===== src/rtl/spi_regfile_pkg.sv =====
// Shared types and address-map helpers for the SPI register-file subnode.
package spi_regfile_pkg;

    typedef enum logic [2:0] {
        ST_CMD     = 3'd0,
        ST_WR_DATA = 3'd1,
        ST_WR_MODE = 3'd2,
        ST_RD_DATA = 3'd3,
        ST_RD_MODE = 3'd4,
        ST_RD_STAT = 3'd5,
        ST_IDLE    = 3'd6
    } state_e;

    // Command layout: MSB is read(1)/write(0), the remaining low bits are the address.
    function automatic int cmd_rw_bit(input int cmd_w);
        return cmd_w - 1;
    endfunction

    function automatic int cmd_addr_w(input int cmd_w);
        return cmd_w - 1;
    endfunction

    function automatic int mode_addr(input int num_regs);
        return num_regs;
    endfunction

    function automatic int stat_addr(input int num_regs);
        return num_regs + 1;
    endfunction

endpackage


===== src/rtl/spi_edge_sync.sv =====
// Multi-flop synchroniser with a one-flop rise/fall detector behind it.
module spi_edge_sync #(
    parameter int   STAGES  = 2,
    parameter logic RST_VAL = 1'b0
) (
    input  logic clk,
    input  logic rst,
    input  logic i_d,
    output logic o_q,
    output logic o_rise,
    output logic o_fall
);

    logic [STAGES-1:0] r_sync;
    logic              r_prev;

    always_ff @(posedge clk or posedge rst) begin
        if (rst) begin
            r_sync <= {STAGES{RST_VAL}};
            r_prev <= RST_VAL;
        end else begin
            r_sync <= STAGES'({r_sync, i_d});
            r_prev <= r_sync[STAGES-1];
        end
    end

    assign o_q    = r_sync[STAGES-1];
    assign o_rise = o_q & ~r_prev;
    assign o_fall = ~o_q & r_prev;

endmodule


===== src/rtl/spi_regfile_subnode.sv =====
// SPI mode-0 subnode exposing NUM_REGS data registers, a mode register and a
// read-only status word; the cipher core writes results back through wrback_*.
module spi_regfile_subnode
    import spi_regfile_pkg::*;
#(
    parameter int NUM_REGS    = 3,
    parameter int REG_W       = 128,
    parameter int MODE_W      = 3,
    parameter int CMD_W       = 5,
    parameter int SYNC_STAGES = 2,
    localparam int SEL_W      = (NUM_REGS > 1) ? $clog2(NUM_REGS) : 1
) (
    input  logic                      clk,
    input  logic                      rst,
    input  logic                      sck,
    input  logic                      csb,
    input  logic                      mosi,
    output logic                      miso,
    input  logic                      wrback_en,
    input  logic [SEL_W-1:0]          wrback_sel,
    input  logic [REG_W-1:0]          wrback_val,
    input  logic                      operation_done,
    output logic [NUM_REGS*REG_W-1:0] regs_flat,
    output logic [MODE_W-1:0]         operation_mode,
    output logic                      operation_ready,
    output logic                      err_flag
);

    localparam int AW     = cmd_addr_w(CMD_W);
    localparam int RW_BIT = cmd_rw_bit(CMD_W);
    localparam int MODE_A = mode_addr(NUM_REGS);
    localparam int STAT_A = stat_addr(NUM_REGS);
    localparam int STAT_W = MODE_W + 2;
    localparam int MAXW   = (REG_W > STAT_W) ? ((REG_W > CMD_W) ? REG_W : CMD_W)
                                             : ((STAT_W > CMD_W) ? STAT_W : CMD_W);
    localparam int CNT_W  = $clog2(MAXW);

    logic w_sck_q, w_sck_rise, w_sck_fall;
    logic w_csb_q, w_csb_rise, w_csb_fall;
    logic w_mosi;
    logic [SYNC_STAGES-1:0] r_mosi_sync;

    state_e r_state, w_state_nx;
    logic [CNT_W-1:0] r_cnt, w_cnt_nx;
    logic [AW-1:0]    r_addr, w_addr_nx, w_dec_addr;
    logic [CMD_W-1:0] r_cmd, w_cmd_nx, w_cmd_sh;
    logic             r_miso, w_miso_nx;
    logic             w_spi_wr, w_mode_wr, w_mode_last, w_stat_done;
    logic [NUM_REGS-1:0][REG_W-1:0] r_regs;
    logic [MODE_W-1:0] r_mode;
    logic              r_ready, r_err;
    logic [MAXW-1:0]   w_rd_word;
    logic [SEL_W-1:0]  w_idx;
    logic              w_wb_ok, w_coll;
    logic              w_unused;

    spi_edge_sync #(.STAGES(SYNC_STAGES), .RST_VAL(1'b0)) u_sck_sync (
        .clk(clk), .rst(rst), .i_d(sck), .o_q(w_sck_q), .o_rise(w_sck_rise), .o_fall(w_sck_fall)
    );

    spi_edge_sync #(.STAGES(SYNC_STAGES), .RST_VAL(1'b1)) u_csb_sync (
        .clk(clk), .rst(rst), .i_d(csb), .o_q(w_csb_q), .o_rise(w_csb_rise), .o_fall(w_csb_fall)
    );

    // mosi gets the same latency as sck so each sampled bit lines up with its rise
    always_ff @(posedge clk or posedge rst) begin
        if (rst) r_mosi_sync <= '0;
        else     r_mosi_sync <= SYNC_STAGES'({r_mosi_sync, mosi});
    end
    assign w_mosi = r_mosi_sync[SYNC_STAGES-1];

    assign w_unused   = &{1'b0, w_sck_q, w_csb_rise, w_csb_fall, r_cmd[CMD_W-1]};
    assign w_cmd_sh   = {r_cmd[CMD_W-2:0], w_mosi};
    assign w_dec_addr = w_cmd_sh[AW-1:0];
    assign w_idx      = r_addr[SEL_W-1:0];
    assign w_wb_ok    = wrback_en && (32'(wrback_sel) < NUM_REGS);
    assign w_coll     = w_spi_wr && w_wb_ok && (wrback_sel == w_idx);

    always_comb begin
        w_rd_word = '0;
        case (r_state)
            ST_RD_DATA: w_rd_word = MAXW'(r_regs[w_idx]);
            ST_RD_MODE: w_rd_word = MAXW'(r_mode);
            ST_RD_STAT: w_rd_word = MAXW'({r_err, r_ready, r_mode});
            default:    ;
        endcase
    end

    always_comb begin
        w_state_nx  = r_state;
        w_cnt_nx    = r_cnt;
        w_addr_nx   = r_addr;
        w_cmd_nx    = r_cmd;
        w_miso_nx   = r_miso;
        w_spi_wr    = 1'b0;
        w_mode_wr   = 1'b0;
        w_mode_last = 1'b0;
        w_stat_done = 1'b0;
        if (w_csb_q) begin
            w_state_nx = ST_CMD;
            w_cnt_nx   = CNT_W'(CMD_W - 1);
            w_cmd_nx   = '0;
            w_miso_nx  = 1'b1;
        end else begin
            if (w_sck_rise) begin
                case (r_state)
                    ST_CMD: begin
                        w_cmd_nx = w_cmd_sh;
                        if (r_cnt == '0) begin
                            if (32'(w_dec_addr) < NUM_REGS) begin
                                w_state_nx = w_cmd_sh[RW_BIT] ? ST_RD_DATA : ST_WR_DATA;
                                w_cnt_nx   = CNT_W'(REG_W - 1);
                                w_addr_nx  = w_dec_addr;
                            end else if (32'(w_dec_addr) == MODE_A) begin
                                w_state_nx = w_cmd_sh[RW_BIT] ? ST_RD_MODE : ST_WR_MODE;
                                w_cnt_nx   = CNT_W'(MODE_W - 1);
                            end else if ((32'(w_dec_addr) == STAT_A) && w_cmd_sh[RW_BIT]) begin
                                w_state_nx = ST_RD_STAT;
                                w_cnt_nx   = CNT_W'(STAT_W - 1);
                            end else begin
                                w_state_nx = ST_IDLE;
                            end
                        end else begin
                            w_cnt_nx = r_cnt - 1'b1;
                        end
                    end
                    ST_WR_DATA, ST_RD_DATA: begin
                        w_spi_wr = (r_state == ST_WR_DATA);
                        if (r_cnt == '0) begin
                            // burst: roll into the next register until the last one
                            if (32'(r_addr) + 1 < NUM_REGS) begin
                                w_addr_nx = r_addr + 1'b1;
                                w_cnt_nx  = CNT_W'(REG_W - 1);
                            end else begin
                                w_state_nx = ST_IDLE;
                            end
                        end else begin
                            w_cnt_nx = r_cnt - 1'b1;
                        end
                    end
                    ST_WR_MODE, ST_RD_MODE, ST_RD_STAT: begin
                        w_mode_wr = (r_state == ST_WR_MODE);
                        if (r_cnt == '0) begin
                            w_mode_last = (r_state == ST_WR_MODE);
                            w_stat_done = (r_state == ST_RD_STAT);
                            w_state_nx  = ST_IDLE;
                        end else begin
                            w_cnt_nx = r_cnt - 1'b1;
                        end
                    end
                    default: ;
                endcase
            end
            if (w_sck_fall) begin
                if (r_state inside {ST_RD_DATA, ST_RD_MODE, ST_RD_STAT})
                    w_miso_nx = w_rd_word[r_cnt];
                else
                    w_miso_nx = 1'b1;
            end
        end
    end

    always_ff @(posedge clk or posedge rst) begin
        if (rst) begin
            r_state <= ST_CMD;
            r_cnt   <= CNT_W'(CMD_W - 1);
            r_addr  <= '0;
            r_cmd   <= '0;
            r_miso  <= 1'b1;
        end else begin
            r_state <= w_state_nx;
            r_cnt   <= w_cnt_nx;
            r_addr  <= w_addr_nx;
            r_cmd   <= w_cmd_nx;
            r_miso  <= w_miso_nx;
        end
    end

    // write-back has priority over an SPI shift into the same register
    always_ff @(posedge clk or posedge rst) begin
        if (rst) begin
            r_regs <= '0;
        end else begin
            if (w_spi_wr && !w_coll) r_regs[w_idx] <= {r_regs[w_idx][REG_W-2:0], w_mosi};
            if (w_wb_ok)             r_regs[wrback_sel] <= wrback_val;
        end
    end

    always_ff @(posedge clk or posedge rst) begin
        if (rst) begin
            r_mode  <= '0;
            r_ready <= 1'b0;
            r_err   <= 1'b0;
        end else begin
            if (w_mode_wr) r_mode <= {r_mode[MODE_W-2:0], w_mosi};
            if (operation_done)   r_ready <= 1'b0;
            else if (w_mode_last) r_ready <= 1'b1;
            if (w_coll)           r_err <= 1'b1;
            else if (w_stat_done) r_err <= 1'b0;
        end
    end

    assign miso            = r_miso;
    assign regs_flat       = r_regs;
    assign operation_mode  = r_mode;
    assign operation_ready = r_ready;
    assign err_flag        = r_err;

endmodule

===== config.mk =====
export PLATFORM = sky130hd
export DESIGN_NAME = spi_regfile_subnode
export DESIGN_NICKNAME = d
export VERILOG_FILES = /design/src/rtl/spi_regfile_pkg.sv /design/src/rtl/spi_edge_sync.sv /design/src/rtl/spi_regfile_subnode.sv
export SDC_FILE = /design/constraint.sdc
export NUM_CORES = 1
export LEC_CHECK = 0
export CAP_MARGIN = 25
export CORE_ASPECT_RATIO = 0.9
export CORE_MARGIN = 2
export CORE_UTILIZATION = 52
export CTS_BUF_LIST = sky130_fd_sc_hd__clkbuf_4
export DETAILED_ROUTE_END_ITERATION = 8
export PLACE_DENSITY = 0.82
export SYNTH_ARGS = -nofsm -noshare
export SYNTH_HDL_FRONTEND = slang
export SYNTH_SLANG_ARGS = --single-unit

===== constraint.sdc =====
create_clock -name clk -period 20.1 [get_ports clk]
set_clock_uncertainty 0.15 [all_clocks]
set_input_delay 6.03 -clock clk [delete_from_list [all_inputs] [get_ports clk]]
set_output_delay 6.03 -clock clk [all_outputs]
set_load 0.1 [all_outputs]

==> metrics.txt, run 1 <==
DRC errors left=0; final slew viol count=0; root buf cell=clkbuf_4; CTS max path bufs=3; fin crit share=48.22%; fin cells=3858; gr usage total=38.20%; Final Core Density=68.85%; CP Launch Type=input pin; clock latency on the worst-skew pair=0.90 ns; Via density=6.206; Synthesis Warnings=0; worst slew pin tran=1.215 ns; Yosys cell types=72; number of synthesized flops with an enable pin=0; core area=43150 µm²; CP Class=in -> reg; std cell rows=72; final number of setup-violating endpoints=0; Layout Area Growth over Synthesis=30.01%; share of layout cells above drive strength 1=10.29%; DRT Wirelength=88780 µm; largest net degree at the start of global routing=257; setup slack after layout=10.41 ns; initial antenna violation count=9; initial detailed-routing violation count=2696; top cells by count, synth=nand2_1, o21ai_0, dfrtp_1, clkbuf_1, nor2_1; CTS buffer count=112; routability congestion estimate=0.9284; Syn Nets=2920; Yosys reg bits=415; TritonRoute pass-1 iters=6; top-level port count=527; RSZ-0062 raised after global routing=no; dpl hpwl=57800 µm; Placed Cells=3646; WL/cell=23.01 µm; Slew HR=18.98%; CP startpoint=wrback_sel[1]; Initial Util=52.96%; CP required=20.72 ns; die height=202.9 µm; post-CTS sizing=0; vias after detailed routing=23.94k; PwrDens=125.0 nW/µm²; area post-placement=28190 µm²; CP max FO=102; Leak=11.64 nW; worst hold path class=reg -> reg; reg2reg path depth=8; Placement Setup Slack=9.724 ns; Synth top area share=45.00%; RR Endpoint=regs_flat[207]; Worst Path Arrival=10.31 ns; Die W=225.0 µm; nets=3350; hold_buf cts=0; DIE AREA=45640 µm²; Fin Setup TNS=0 ns; max frequency=0.1032 GHz; H-tree depth=3; vias in the first global route=23.28k; synthesized cell area=22850 µm²; final instance area=29710 µm²; CP endpoint kind=register; async set-reset flop share out of synthesis=100.0%; count leader, synth=nand2_1; cell taking the most area after synthesis=dfrtp_1; R2R setup slack=14.97 ns; Synth Instances=2778; fin crit period=9.692 ns; Hold Vio Cnt, Final=0; CP max stage delay=0.93 ns; # clock sinks=415; post-synthesis area per instance=8.226 µm²; RR Startpoint=r_addr[0]; IO buf count=526; TritonCTS clock tree=built; first-pass GRT wire length=136300 µm; crit path capture=regs_flat[207]; critical path, cell by cell=clkdlybuf4s50_1 > nand2b_1 > o32ai_1 > a21oi_1 > and2_4 > buf_4 > buf_4 > o21ai_0 > o21ai_0; synth top area cells=dfrtp_1, o21ai_0, nand2_1; most common flop cell mapped by yosys=dfrtp_1; Post-CTS Setup Inserts=0; post-synthesis sequential area ratio=45.46%; Crit-path slowest cell=buf_4; maximum VDD drop=0.00008292 V; max-cap viol count=0; clk slew on worst S/H paths=0.07 ns; status=complete, no violations; antenna-violating nets left=0; grt ovf=0
cell type report:
class	instances	area, µm²
repair buffers	558	5695
inverters	12	55.05
fillers	3489	13440
well taps	555	694.4
multi-input cells	2109	11430
diodes	9	22.52
clock inverters	24	98.84
clock buffers	176	1321
flip-flops and latches	415	10400
routing by layer:
metal | part of all wire, % | wire length [µm] | track usage, % | up-vias
li1 | - | - | - | 10650
met1 | 38 | 33910 | 48.90 | 11500
met2 | 45 | 40010 | 58.29 | 1477
met3 | 11 | 9796 | 11.66 | 309
met4 | 5.7 | 5053 | 20.29 | 2
met5 | 0.014 | 12 | 0 | -
sequential cells by signal (all words and copies together), names as in the netlist:
name               count
u_csb_sync.r_sync      2
r_addr                 4
r_state                3
regs_flat            384
u_sck_sync.r_sync      2
operation_mode         3
u_sck_sync.r_prev      1
r_cmd                  4
err_flag               1
r_mosi_sync            2
r_cnt                  7
miso                   1
operation_ready        1
critical path: cells and delay by family:
kind | cells | cell delay, ns
AND/OR/NAND/NOR | 2 | 0.79
AO/OA/AOI/OAI | 4 | 0.91
buffers and inverters | 3 | 2.36
power by group:
| part | switching, W | internal [W] | leakage, nW |
|---|---|---|---|
| logic | 0.00142 | 0.000422 | 5.60 |
| registers | 0.000136 | 0.000966 | 5.18 |
| clock network | 0.000379 | 0.000394 | 0.857 |
| total | 0.00193 | 0.00178 | 11.6 |
cells by family after synthesis:
logic type / Yosys count / share of synthesized area (%)
xor+xnor: 1 / 0.03833
compound gates: 1015 / 25.47
flops: 415 / 45.46
simple gates: 930 / 16.20
fa+ha+maj: 5 / 0.2737
mux: 158 / 7.878
buf+inv: 254 / 4.676
worst min-delay path by stage:
stage / start / end / slack, ns / cells past startpoint
3_3_place_gp: r_mosi_sync[0] / r_mosi_sync[1] / 0.19 / 0
5_1_grt: u_csb_sync.r_sync[0] / u_csb_sync.r_sync[1] / 0.21 / 0
2_1_floorplan: r_mosi_sync[0] / r_mosi_sync[1] / 0.18 / 0
6_report: u_csb_sync.r_sync[0] / u_csb_sync.r_sync[1] / 0.21 / 0
4_1_cts: u_csb_sync.r_sync[0] / u_csb_sync.r_sync[1] / 0.21 / 0
3_5_place_dp: u_sck_sync.r_sync[0] / u_sck_sync.r_sync[1] / 0.19 / 0
cells in the final DEF, fill, tap and decap left out, types with 4 or more instances in the layout:
| master | synthesis | routed |
|---|---|---|
| nor3_1 | 7 | 6 |
| mux2_2 | 92 | 92 |
| nor2_1 | 121 | 120 |
| a221oi_1 | 4 | 4 |
| nor4_1 | 4 | 4 |
| nor2b_1 | 9 | 8 |
| a21o_1 | 53 | 53 |
| clkbuf_4 | 0 | 176 |
| nand2_1 | 723 | 723 |
| clkdlybuf4s50_1 | 0 | 526 |
| ha_1 | 5 | 5 |
| nand4_1 | 5 | 5 |
| buf_4 | 6 | 21 |
| a211oi_1 | 63 | 63 |
| a22oi_1 | 86 | 86 |
| nand2b_1 | 10 | 10 |
| dfstp_2 | 4 | 4 |
| a311oi_1 | 4 | 4 |
| clkinv_1 | 0 | 19 |
| mux4_2 | 8 | 8 |
| a21oi_1 | 68 | 68 |
| a31oi_1 | 8 | 8 |
| dfrtp_1 | 411 | 408 |
| o21ai_0 | 675 | 675 |
| inv_2 | 1 | 4 |
| o22ai_1 | 10 | 10 |
| buf_16 | 0 | 7 |
| and2_1 | 12 | 9 |
| diode_2 | 0 | 9 |
| mux2i_1 | 55 | 55 |
| buf_12 | 0 | 4 |
| nand3_1 | 20 | 20 |
| o2bb2ai_1 | 5 | 5 |
| inv_1 | 11 | 9 |
stage by stage:
step	total power (W)	hold slack (ns)
CTS	0.003705	0.2051
finish	0.003714	0.2066
global route	0.003843	0.2130
global placement	0.002901	0.1905
floorplan	0.002395	0.1812
detailed placement	0.002932	0.1927
Power figures use the tool's default switching activity.
==> run 2: changes to the inputs <==
==> constraint.sdc (replaced) <==
create_clock -name clk -period 9.7 [get_ports clk]
set_clock_uncertainty 0.15 [all_clocks]
set_input_delay 2.91 -clock clk [delete_from_list [all_inputs] [get_ports clk]]
set_output_delay 2.91 -clock clk [all_outputs]
set_load 0.1 [all_outputs]
==> metrics.txt, run 2 (synthesis gave the netlist of run 1 again) <==
max frequency=0.1755 GHz; grt ovf=0 (unchanged); fin crit period=5.697 ns; Hold Vio Cnt, Final=0 (unchanged); setup slack after layout=4.003 ns (-6.405 ns); number of flip-flops in the largest register=384 (unchanged); Fin Setup TNS=0 ns (unchanged); Placed Cells=3643 (-0.082%); largest net degree at the start of global routing=257 (unchanged); std cell rows=72 (unchanged); antenna-violating nets left=0 (unchanged); worst hold path class=reg -> reg; M2 GR Usage=58.97% (+0.68 points); Leak=11.63 nW (about the same); clk slew on worst S/H paths=0.07 ns (about the same); share of layout cells above drive strength 1=10.28% (about the same); CP required=6.64 ns (-14.08 ns); nets=3346 (-0.12%); die height=202.9 µm (unchanged); WP buf/inv=1 (-2); worst slew pin tran=1.178 ns (-0.03730 ns); vias after detailed routing=23.99k (+0.20%); Slew HR=21.46% (+2.5 points); fin cells=3855 (-0.078%); reg2reg path depth=9 (+1); CP Launch Type=register; root buf cell=clkbuf_4; CP max FO=2 (-98%); CTS buffer count=110 (-1.8%); share of power burned in registers=29.6% (about the same); Largest delay share family, worst path=buffers and inverters; TritonCTS clock tree=built; final number of setup-violating endpoints=0 (unchanged); Initial Util=52.96% (unchanged); DRT Wirelength=88250 µm (-0.60%); DRC errors left=0 (unchanged); commonest non-fill, non-tap cell in the layout=nand2_1; Worst Path Arrival=2.64 ns (-7.67 ns); core area=43150 µm² (unchanged); maximum VDD drop=0.0002133 V (+160%); # clock sinks=415 (unchanged); first-pass GRT wire length=135400 µm (-0.66%); switch share=51.80% (-0.22 points); post-CTS sizing=0 (unchanged); H-tree depth=3 (unchanged); Layout Area Growth over Synthesis=30.02% (about the same); most frequent cells in the layout=nand2_1, o21ai_0, clkdlybuf4s50_1; area of the multi-input gates=11430 µm² (unchanged); clock latency on the worst-skew pair=0.90 ns (about the same); CTS max path bufs=3 (unchanged); CP endpoint kind=primary output; final slew viol count=0 (unchanged); initial antenna violation count=13 (+4); Post-CTS Setup Inserts=0 (unchanged); Placement Setup Slack=3.314 ns (-6.410 ns); DIE AREA=45640 µm² (unchanged); GRT Max-Usage Layer=met2; Logic pwr share=49.3% (-0.2 points); Sequential cell area=10400 µm² (unchanged); met3 Track Usage GR=11.40% (-0.26 points); Hold Crit Depth=0 (unchanged); critical path, cell by cell=clkdlybuf4s50_1; hold_buf cts=0 (unchanged); fin crit share=58.73%; PwrDens=259.5 nW/µm² (+110%); max-cap viol count=0 (unchanged); Psw=0.003994 W (+110%); CP Class=reg -> out; Via density=6.223 (+0.27%); IO buf count=526 (unchanged); Die W=225.0 µm (unchanged); top-level port count=527 (unchanged); clock network fraction of total power=21.1% (+0.3 points); Pint=0.003717 W (+110%); CP max stage delay=1.19 ns (+0.26 ns); WL/cell=22.89 µm (-0.52%); vias in the first global route=23.12k (-0.67%); fillers=3387 (-2.9%); RSZ-0062 raised after global routing=no; Crit-path slowest cell=clkdlybuf4s50_1; met1 usage in global routing=48.43% (-0.47 points); cell depth of the worst setup path=1 (-8); dpl hpwl=57850 µm (about the same); TritonRoute pass-1 iters=8 (+2); status=complete, no violations; initial detailed-routing violation count=2509 (-6.9%); routability congestion estimate=0.9227 (-0.61%); gr usage total=38.02% (-0.18 points)
run 2: cell types whose count changed in the layout (fill, tap and decap cells not counted), moves of 2 or more:
cell	delta
buf_12	+2
buf_4	-3
clkbuf_4	+2
clkinv_1	-6
diode_2	+4
run 2: routing by layer:
layer	up-vias	wire length, µm
li1	10630	-
met2	1473	40350
met5	-	32
met1	11620	33650
met4	4	4464
met3	264	9752
run 2: power by group through the flow:
| stage | combinational, W | clock, W | sequential, W |
|---|---|---|---|
| 4_1_cts | 0.00378 | 0.00164 | 0.00227 |
| 6_report | 0.00380 | 0.00163 | 0.00228 |
| 5_1_grt | 0.00393 | 0.00173 | 0.00231 |
| 3_3_place_gp | 0.00371 | 0 | 0.00229 |
| 2_1_floorplan | 0.000834 | 0 | 0.00413 |
| 3_5_place_dp | 0.00377 | 0 | 0.00230 |
run 2: final cells by class:
cell class	instances	area share, %
Clock buffer	178	4.497
Inverter	12	0.1726
Multi-Input combinational cell	2109	38.46
Timing Repair Buffer	556	19.13
Clock inverter	17	0.3074
Sequential cell	415	34.99
Antenna cell	13	0.1095
Tap cell	555	2.337
run 2: worst paths after layout:
kind	startpoint	slack, ns	to
hold reg to reg	u_csb_sync.r_sync[0]	0.21	u_csb_sync.r_sync[1]
setup / recovery	miso	4.00	miso
max in group asynchronous	rst	5.43	regs_flat[86]
setup reg to reg	r_addr[0]	5.03	regs_flat[349]
hold / removal	u_csb_sync.r_sync[0]	0.21	u_csb_sync.r_sync[1]
min in group asynchronous	rst	2.21	regs_flat[155]
run 2: per-stage QoR:
| stage | utilization (%) | power (W) | cell area (µm²) | hold slack, ns |
|---|---|---|---|---|
| 2_1_floorplan | - | 0.004964 | 22860 | 0.1812 |
| 3_5_place_dp | 65.27 | 0.006065 | 28160 | 0.1912 |
| 4_1_cts | 68.58 | 0.007685 | 29590 | 0.1966 |
| 5_1_grt | 68.83 | 0.007972 | 29700 | 0.2083 |
| 6_report | 68.86 | 0.007711 | 29710 | 0.2065 |
| 3_3_place_gp | 65.08 | 0.006001 | 28080 | 0.1860 |
